**src/rtl/instr_fetch.sv**
```systemverilog
// Nibble-wide instruction fetch unit: reads one- or two-nibble instructions from a
// synchronous program memory. Optional wrap-error handling via INSTR_FETCH_WRAP_ERR_EN.
module instr_fetch #(
  parameter logic [3:0] RESET_PC    = 4'h0,
  parameter int         LONG_OP_BIT = 3
) (
  input  logic       clk,
  input  logic       rst_n,
  output logic [3:0] mem_addr,
  input  logic [3:0] mem_data,
  output logic       instr_valid,
  input  logic       instr_ready,
  output logic [3:0] instr_op,
  output logic [3:0] instr_arg,
  output logic [3:0] instr_pc,
  output logic       instr_len,
  input  logic       jump_valid,
  input  logic [3:0] jump_addr,
  output logic       fetch_err,
  output logic [2:0] dbg_state
);

  // Handshake: a bundle transfers on a rising edge where instr_valid && instr_ready;
  // instr_valid never drops and bundle fields never change until that edge.
  typedef enum logic [2:0] {
    ISSUE_OP  = 3'd0,
    CAPT_OP   = 3'd1,
    ISSUE_ARG = 3'd2,
    CAPT_ARG  = 3'd3,
    OUT       = 3'd4,
    ERR       = 3'd5
  } state_t;

  state_t     r_state;
  logic [3:0] r_pc;
  logic [3:0] r_op;
  logic [3:0] r_arg;
  logic [3:0] r_ipc;
  logic       r_len;
  logic [3:0] w_pc_inc;
  logic       w_long;

`ifdef INSTR_FETCH_WRAP_ERR_EN
  logic       r_wrap;
`endif

  assign w_pc_inc = r_pc + 4'd1;
  assign w_long   = mem_data[LONG_OP_BIT];

  always_ff @(posedge clk) begin
    if (!rst_n) begin
      r_state <= ISSUE_OP;
      r_pc    <= RESET_PC;
      r_op    <= 4'h0;
      r_arg   <= 4'h0;
      r_ipc   <= 4'h0;
      r_len   <= 1'b0;
`ifdef INSTR_FETCH_WRAP_ERR_EN
      r_wrap  <= 1'b0;
`endif
    end else begin
      case (r_state)
        ISSUE_OP: r_state <= CAPT_OP;
        CAPT_OP: begin
          r_op  <= mem_data;
          r_ipc <= r_pc;
          r_pc  <= w_pc_inc;
          if (w_long) begin
            r_state <= ISSUE_ARG;
          end else begin
            r_state <= OUT;
            r_arg   <= 4'h0;
            r_len   <= 1'b0;
          end
`ifdef INSTR_FETCH_WRAP_ERR_EN
          // A long opcode at the last address has no operand slot left.
          if (r_pc == 4'hF) begin
            r_wrap <= 1'b1;
            if (w_long) r_state <= ERR;
          end
`endif
        end
        ISSUE_ARG: r_state <= CAPT_ARG;
        CAPT_ARG: begin
          r_arg   <= mem_data;
          r_len   <= 1'b1;
          r_pc    <= w_pc_inc;
          r_state <= OUT;
`ifdef INSTR_FETCH_WRAP_ERR_EN
          if (r_pc == 4'hF) r_wrap <= 1'b1;
`endif
        end
        OUT: begin
          if (instr_ready) begin
            r_state <= ISSUE_OP;
`ifdef INSTR_FETCH_WRAP_ERR_EN
            if (r_wrap) r_state <= ERR;
`endif
          end
        end
        ERR:     r_state <= ERR;
        default: r_state <= ISSUE_OP;
      endcase
      // Redirect overrides everything above; an OUT handshake on this edge still counts.
      if (jump_valid) begin
        r_pc    <= jump_addr;
        r_state <= ISSUE_OP;
`ifdef INSTR_FETCH_WRAP_ERR_EN
        r_wrap  <= 1'b0;
`endif
      end
    end
  end

  assign mem_addr    = r_pc;
  assign instr_valid = (r_state == OUT);
  assign instr_op    = r_op;
  assign instr_arg   = r_arg;
  assign instr_pc    = r_ipc;
  assign instr_len   = r_len;
  assign dbg_state   = r_state;

`ifdef INSTR_FETCH_WRAP_ERR_EN
  assign fetch_err = (r_state == ERR);
`else
  assign fetch_err = 1'b0;
`endif

endmodule

```
**config.mk**
```make
export PLATFORM = sky130hd
export DESIGN_NAME = instr_fetch
export DESIGN_NICKNAME = d
export VERILOG_FILES = /design/src/rtl/instr_fetch.sv
export SDC_FILE = /design/constraint.sdc
export NUM_CORES = 1
export LEC_CHECK = 0
export ABC_AREA = 1
export CORE_UTILIZATION = 25
export CTS_CLUSTER_SIZE = 16
export DETAILED_ROUTE_END_ITERATION = 10
export GPL_TIMING_DRIVEN = 0
export SYNTH_ARGS = -nofsm -noshare
export SYNTH_HDL_FRONTEND = slang
export SYNTH_SLANG_ARGS = --single-unit
export TNS_END_PERCENT = 5
```
**constraint.sdc**
```tcl
create_clock -name clk -period 1.2 [get_ports clk]
set_input_delay 0.24 -clock clk [delete_from_list [all_inputs] [get_ports clk]]
set_output_delay 0.24 -clock clk [all_outputs]
set_load 0.02 [all_outputs]
```
==> impl_metrics.ini, run 1 <==
[final_layout]
areaGrowthSynthToFinish_pct = 55.98
fin_util = 0.4157
diodes = 0
fin_area_um2 = 1290
finalNetCount = 163
drive_gt1_frac = 0.3960

[routing]
vias = 850
antenna_left = 0
drt-pass1-iter-count = 4
drt_iter0_markers = 17
vias_per_cell = 4.404
drc = 0
wirelength_um = 2146
wire_per_inst_um = 11.12

[floorplan]
fp.dieW_um = 59.52
placementRows = 20
start_util = 0.2665
dieArea_um2 = 3542
fp.dieH_um = 59.52
core_area_um2 = 3103
io_pins = 34

[global_route]
grtUsageTotal = 0.1280
grt_first_pass_wirelength_um = 3436
grt_pass1_vias = 790
grt-ovfl-total = 0
antenna_found_initial = 0
grt_max_degree = 13

[sta]
worst_slack_ns = -0.009484
whs_ns = 0.2624
rsz0062_at_grt = true
slew_violations = 0
period_share = 1.008
skew_ns = 0.0008384
fin_crit_ns = 1.209
finalHoldViolations = 0
max_freq_mhz = 826.8
setup_viol = 5

[clock_network]
cts_tree = done
clk_latency_ns = 0.29
postCtsHoldBufs = 0
cts_buffers = 3
clockBufferDepth = 2
root_buffer = clkbuf_4
clock-sinks = 20
clkTransAtPathRegs_ns = 0.12
h-tree-depth = 1

[pwr]
vdd_drop_max_mv = 0.4034
power_w = 0.001536
p_leak_nw = 0.5507
pwr_density_cell_nw_per_um2 = 1191

[synth]
yosysMostFrequentCell = dfxtp_1
synthFlopType = dfxtp_1
synth_edf_count = 0
synth_area_leaders = dfxtp_1 (48%), nor2_1 (8.6%), nand2_1 (8.2%), a21oi_1 (6.7%), o21ai_0 (4.8%)
synth_top_cell_area_share = 0.4841
ys_async_sr_fraction = 0
yosys_warnings = 0
synth_commonest_cells = dfxtp_1 (20), nor2_1 (19), nand2_1 (18)
synth.distinct_cells = 22
synthesis.nets = 120
synth_area_um2 = 827.0
postSynthCellCount = 107
ys_seq_area_frac = 0.4841
synth.avg_cell_area_um2 = 7.729
synth-seq-cells = 20
yosysTopAreaCell = dfxtp_1

[placed_design]
dpl.hpwl_um = 1535
dp_slack_ns = -0.2638
place_area_um2 = 1197
gp_congestion = 0.7702
portBuffers = 31

[critical_path]
critPathLaunchType = flop
end_kind = flop
cp.arrival_ns = 1.45
required_ns = 1.44
reg2reg_slack_ns = -0.009
reg2reg_depth = 7
r2r-start = dbg_state[2]
path_class = flop to flop
crit_fanout = 8
timing.rr.end = instr_pc[0]

[status]
violations = setup timing
status = finished with violations

[min_path]
hp-start = rst_n
holdPathStages = 3
hold_end = instr_op[1]
hold_class = primary input to flop

[job]
maxCapViolCount = 0
==> metrics by stage <==
stage	instances	setup TNS, ns
2_1_floorplan	107	-0.4827
3_3_place_gp	182	-1.683
3_5_place_dp	182	-1.828
4_1_cts	191	-0.1022
5_1_grt	193	-0.9527
6_report	193	-0.03910
==> where the power goes <==
part | internal [W] | switching, W
Combinational | 0.000119 | 0.000150
Clock | 0.000337 | 0.000209
Sequential | 0.000693 | 0.0000286
Total | 0.00115 | 0.000387
==> how the worst max path moves through the flow <==
stage | startpoint | end | slack [ns]
after detailed placement | dbg_state[2] | instr_valid | -0.26
final | dbg_state[2] | instr_pc[0] | -0.009
after floorplan | dbg_state[0] | instr_pc[0] | -0.07
after global placement | dbg_state[2] | instr_valid | -0.24
after CTS | dbg_state[0] | instr_valid | -0.03
after global routing | dbg_state[2] | mem_addr[3] | -0.11
==> sequential cells by signal, summed over array words and instances (netlist names) <==
name / count
instr_arg: 4
instr_op: 4
instr_pc: 4
mem_addr: 4
dbg_state: 3
instr_len: 1
==> layer usage <==
layer | wire length (µm) | track usage
met5 | 0 | 0
met4 | 8 | 0.03987
met3 | 118 | 0.02402
met2 | 1066 | 0.2263
met1 | 952 | 0.1560
==> critical path, stage by stage (launching register included) <==
cell	delay [ns]
dfxtp_4	0.37
buf_6	0.12
nor2_4	0.17
inv_4	0.08
nor2_8	0.11
buf_12	0.13
o21ai_0	0.07
nor2_1	0.11
==> logic make-up after synthesis <==
family | synth area share
DFF | 0.4841
other | 0.004534
buffers and inverters | 0.05901
and+or+nand+nor | 0.2920
AOI/OAI and AO/OA | 0.1452
adders and majority gates | 0.01513
==> cell type report <==
type	instances	area [µm²]
Multi-Input combinational cell	76	409.1
Tap cell	44	55.05
Timing Repair Buffer	38	305.3
Clock buffer	3	22.52
Buffer	2	12.51
Inverter	9	36.28
Clock inverter	1	30.03
Sequential cell	20	419.2
Fill cell	351	1813
==> cell usage in the layout, fill, tap and decap left out <==
master,count
inv_4,1
clkbuf_2,9
a31oi_1,2
clkbuf_4,3
buf_4,6
dfxtp_4,4
conb_1,1
nor2_2,2
buf_6,2
clkdlybuf4s15_2,4
dfxtp_2,3
buf_12,1
o21ai_1,2
o21ai_2,2
nand3b_1,1
nand2_1,17
nor2_1,16
nand3_1,6
clkdlybuf4s50_1,10
nor3_2,1
a21oi_2,1
ha_1,1
nand4_1,1
bufinv_16,1
nor2_8,1
inv_2,5
nor2_4,3
nor3_1,1
a21oi_1,10
dfxtp_1,13
nand2_2,2
o21ai_0,5
a21o_1,1
inv_1,3
buf_2,8
==> repair_timing <==
item | 4_1_cts | 5_1_grt
pin swaps | 2 | 9
endpoints found under the setup margin | 29 | 31
gates resized for setup | 71 | 27
buffers inserted | 5 | 2
No activity file was read; power rests on OpenSTA's default activity.
==> run 2, diff against run 1 <==
Settings changed: GPL_TIMING_DRIVEN 0 to not set.
==> run 2 against run 1 <==
Effect of this change: the run still ends with setup timing left; sequential cell count is the same; clock skew rose by 0.0085 ns; sequential share of layout area decreased by 3.5 points; cell count grew 5.7%; highest routed layer unchanged; die area unchanged; critical endpoint is now instr_pc[3]; combinational power increased by 16%; setup slack lost 0.046 ns; critical path depth increased by 1; design area rose by 7.6%; largest power group unchanged.
==> impl_metrics.ini, run 2 (synthesis gave the netlist of run 1 again) <==
[status]
status = finished with violations
violations = setup timing

[job]
maxCapViolCount = 0

[critical_path]
end_kind = flop
max_stage_delay_ns = 0.37
critPathSlowestCell = dfxtp_2
cp_cell_sequence = buf_6, inv_4, nor2_4, inv_4, nor2_8, buf_6, o21ai_2, a21oi_1
critPathLaunchType = flop
path_class = flop to flop
crit_fanout = 8
cp.arrival_ns = 1.49
required_ns = 1.44

[global_route]
grtUsageTotal = 0.1302
grt-ovfl-total = 0
antenna_found_initial = 0
grt_first_pass_wirelength_um = 3422
grt_pass1_vias = 840
grt_max_degree = 13

[floorplan]
io_pins = 34
start_util = 0.2665
placementRows = 20
fp.dieH_um = 59.52
dieArea_um2 = 3542
core_area_um2 = 3103
fp.dieW_um = 59.52

[pwr]
pwr_density_cell_nw_per_um2 = 1135
vdd_drop_max_mv = 0.4631
p_leak_nw = 0.5940

[sta]
fin_crit_ns = 1.255
skew_ns = 0.009318
slew_violations = 0
setup_viol = 10
finalHoldViolations = 0
setup-tns-final_ns = -0.2071
max_freq_mhz = 796.8
worst_slack_ns = -0.05508
period_share = 1.046
rsz0062_at_grt = true

[placed_design]
gp_congestion = 0.7612
place_area_um2 = 1308
dp_cells = 196
portBuffers = 32
dpl.hpwl_um = 1671

[clock_network]
clkTransAtPathRegs_ns = 0.12
h-tree-depth = 1
clock-sinks = 20
clk_latency_ns = 0.30
cts_tree = done
cts_buffers = 3
root_buffer = clkbuf_4
clockBufferDepth = 2

[final_layout]
final_cells = 204
drive_gt1_frac = 0.4000
finalNetCount = 174
fin_area_um2 = 1388
areaGrowthSynthToFinish_pct = 67.78
final_cell_mix = nand2_1 (18), dfxtp_1 (18), buf_4 (18)
diodes = 0

[routing]
antenna_left = 0
wirelength_um = 2111
drc = 0
drt_iter0_markers = 19
vias = 876
drt-pass1-iter-count = 3
wire_per_inst_um = 10.35
vias_per_cell = 4.294

[min_path]
hold_class = flop to flop
## run 2: final timing paths
path                                    from      endpoint  slack (ns)  cells past startpoint
worst min register to register  instr_arg[1]  instr_arg[1]        0.47                      2
worst max-delay path            dbg_state[0]   instr_pc[3]       -0.06                      8
worst min-delay path            instr_arg[1]  instr_arg[1]        0.47                      2
worst max register to register  dbg_state[0]   instr_pc[3]       -0.06                      8
## run 2: worst max-delay path: cells and delay by family (launching register included)
family,cells,cell delay (ns)
flip-flops,1,0.37
buffers and inverters,4,0.35
AND/OR/NAND/NOR,2,0.33
AO/OA/AOI/OAI,2,0.14
## run 2: per-stage QoR
stage	util	hold slack [ns]	setup slack (ns)	total power [W]
global route	0.4472	0.5091	-0.1144	0.001649
finish	0.4472	0.4738	-0.05508	0.001575
detailed placement	0.4214	0.4593	-0.1176	0.001028
CTS	0.4452	0.4772	-0.02042	0.001571
global placement	0.4214	0.4522	-0.1176	0.001026
floorplan	-	0.3749	-0.06836	0.0008677
## run 2: final cells by class
type,count,area (µm²)
repair buffers,51,424.2
multi-input cells,76,409.1
clock buffers,3,22.52
flip-flops and latches,20,402.9
well taps,44,55.05
clock inverters,1,30.03
inverters,9,43.79
fillers,341,1715
## run 2: layer usage
| layer | track usage | share of wire | up-vias |
|---|---|---|---|
| met5 | 0 | 0 | - |
| met4 | 0.05980 | 0.0038 | 0 |
| met3 | 0.02183 | 0.053 | 2 |
| li1 | - | - | 454 |
| met2 | 0.2488 | 0.50 | 20 |
| met1 | 0.1372 | 0.44 | 400 |
## run 2: repair_timing
action	CTS	global route
pin swaps	0	4
hold buffers	0	0
buffers inserted	0	4
gates resized for setup	68	27
endpoints found under the setup margin	33	28
## run 2: power breakdown
part / internal [W] / switching [W]
clock: 0.000337 / 0.000214
combinational: 0.000148 / 0.000163
sequential: 0.000696 / 0.0000169
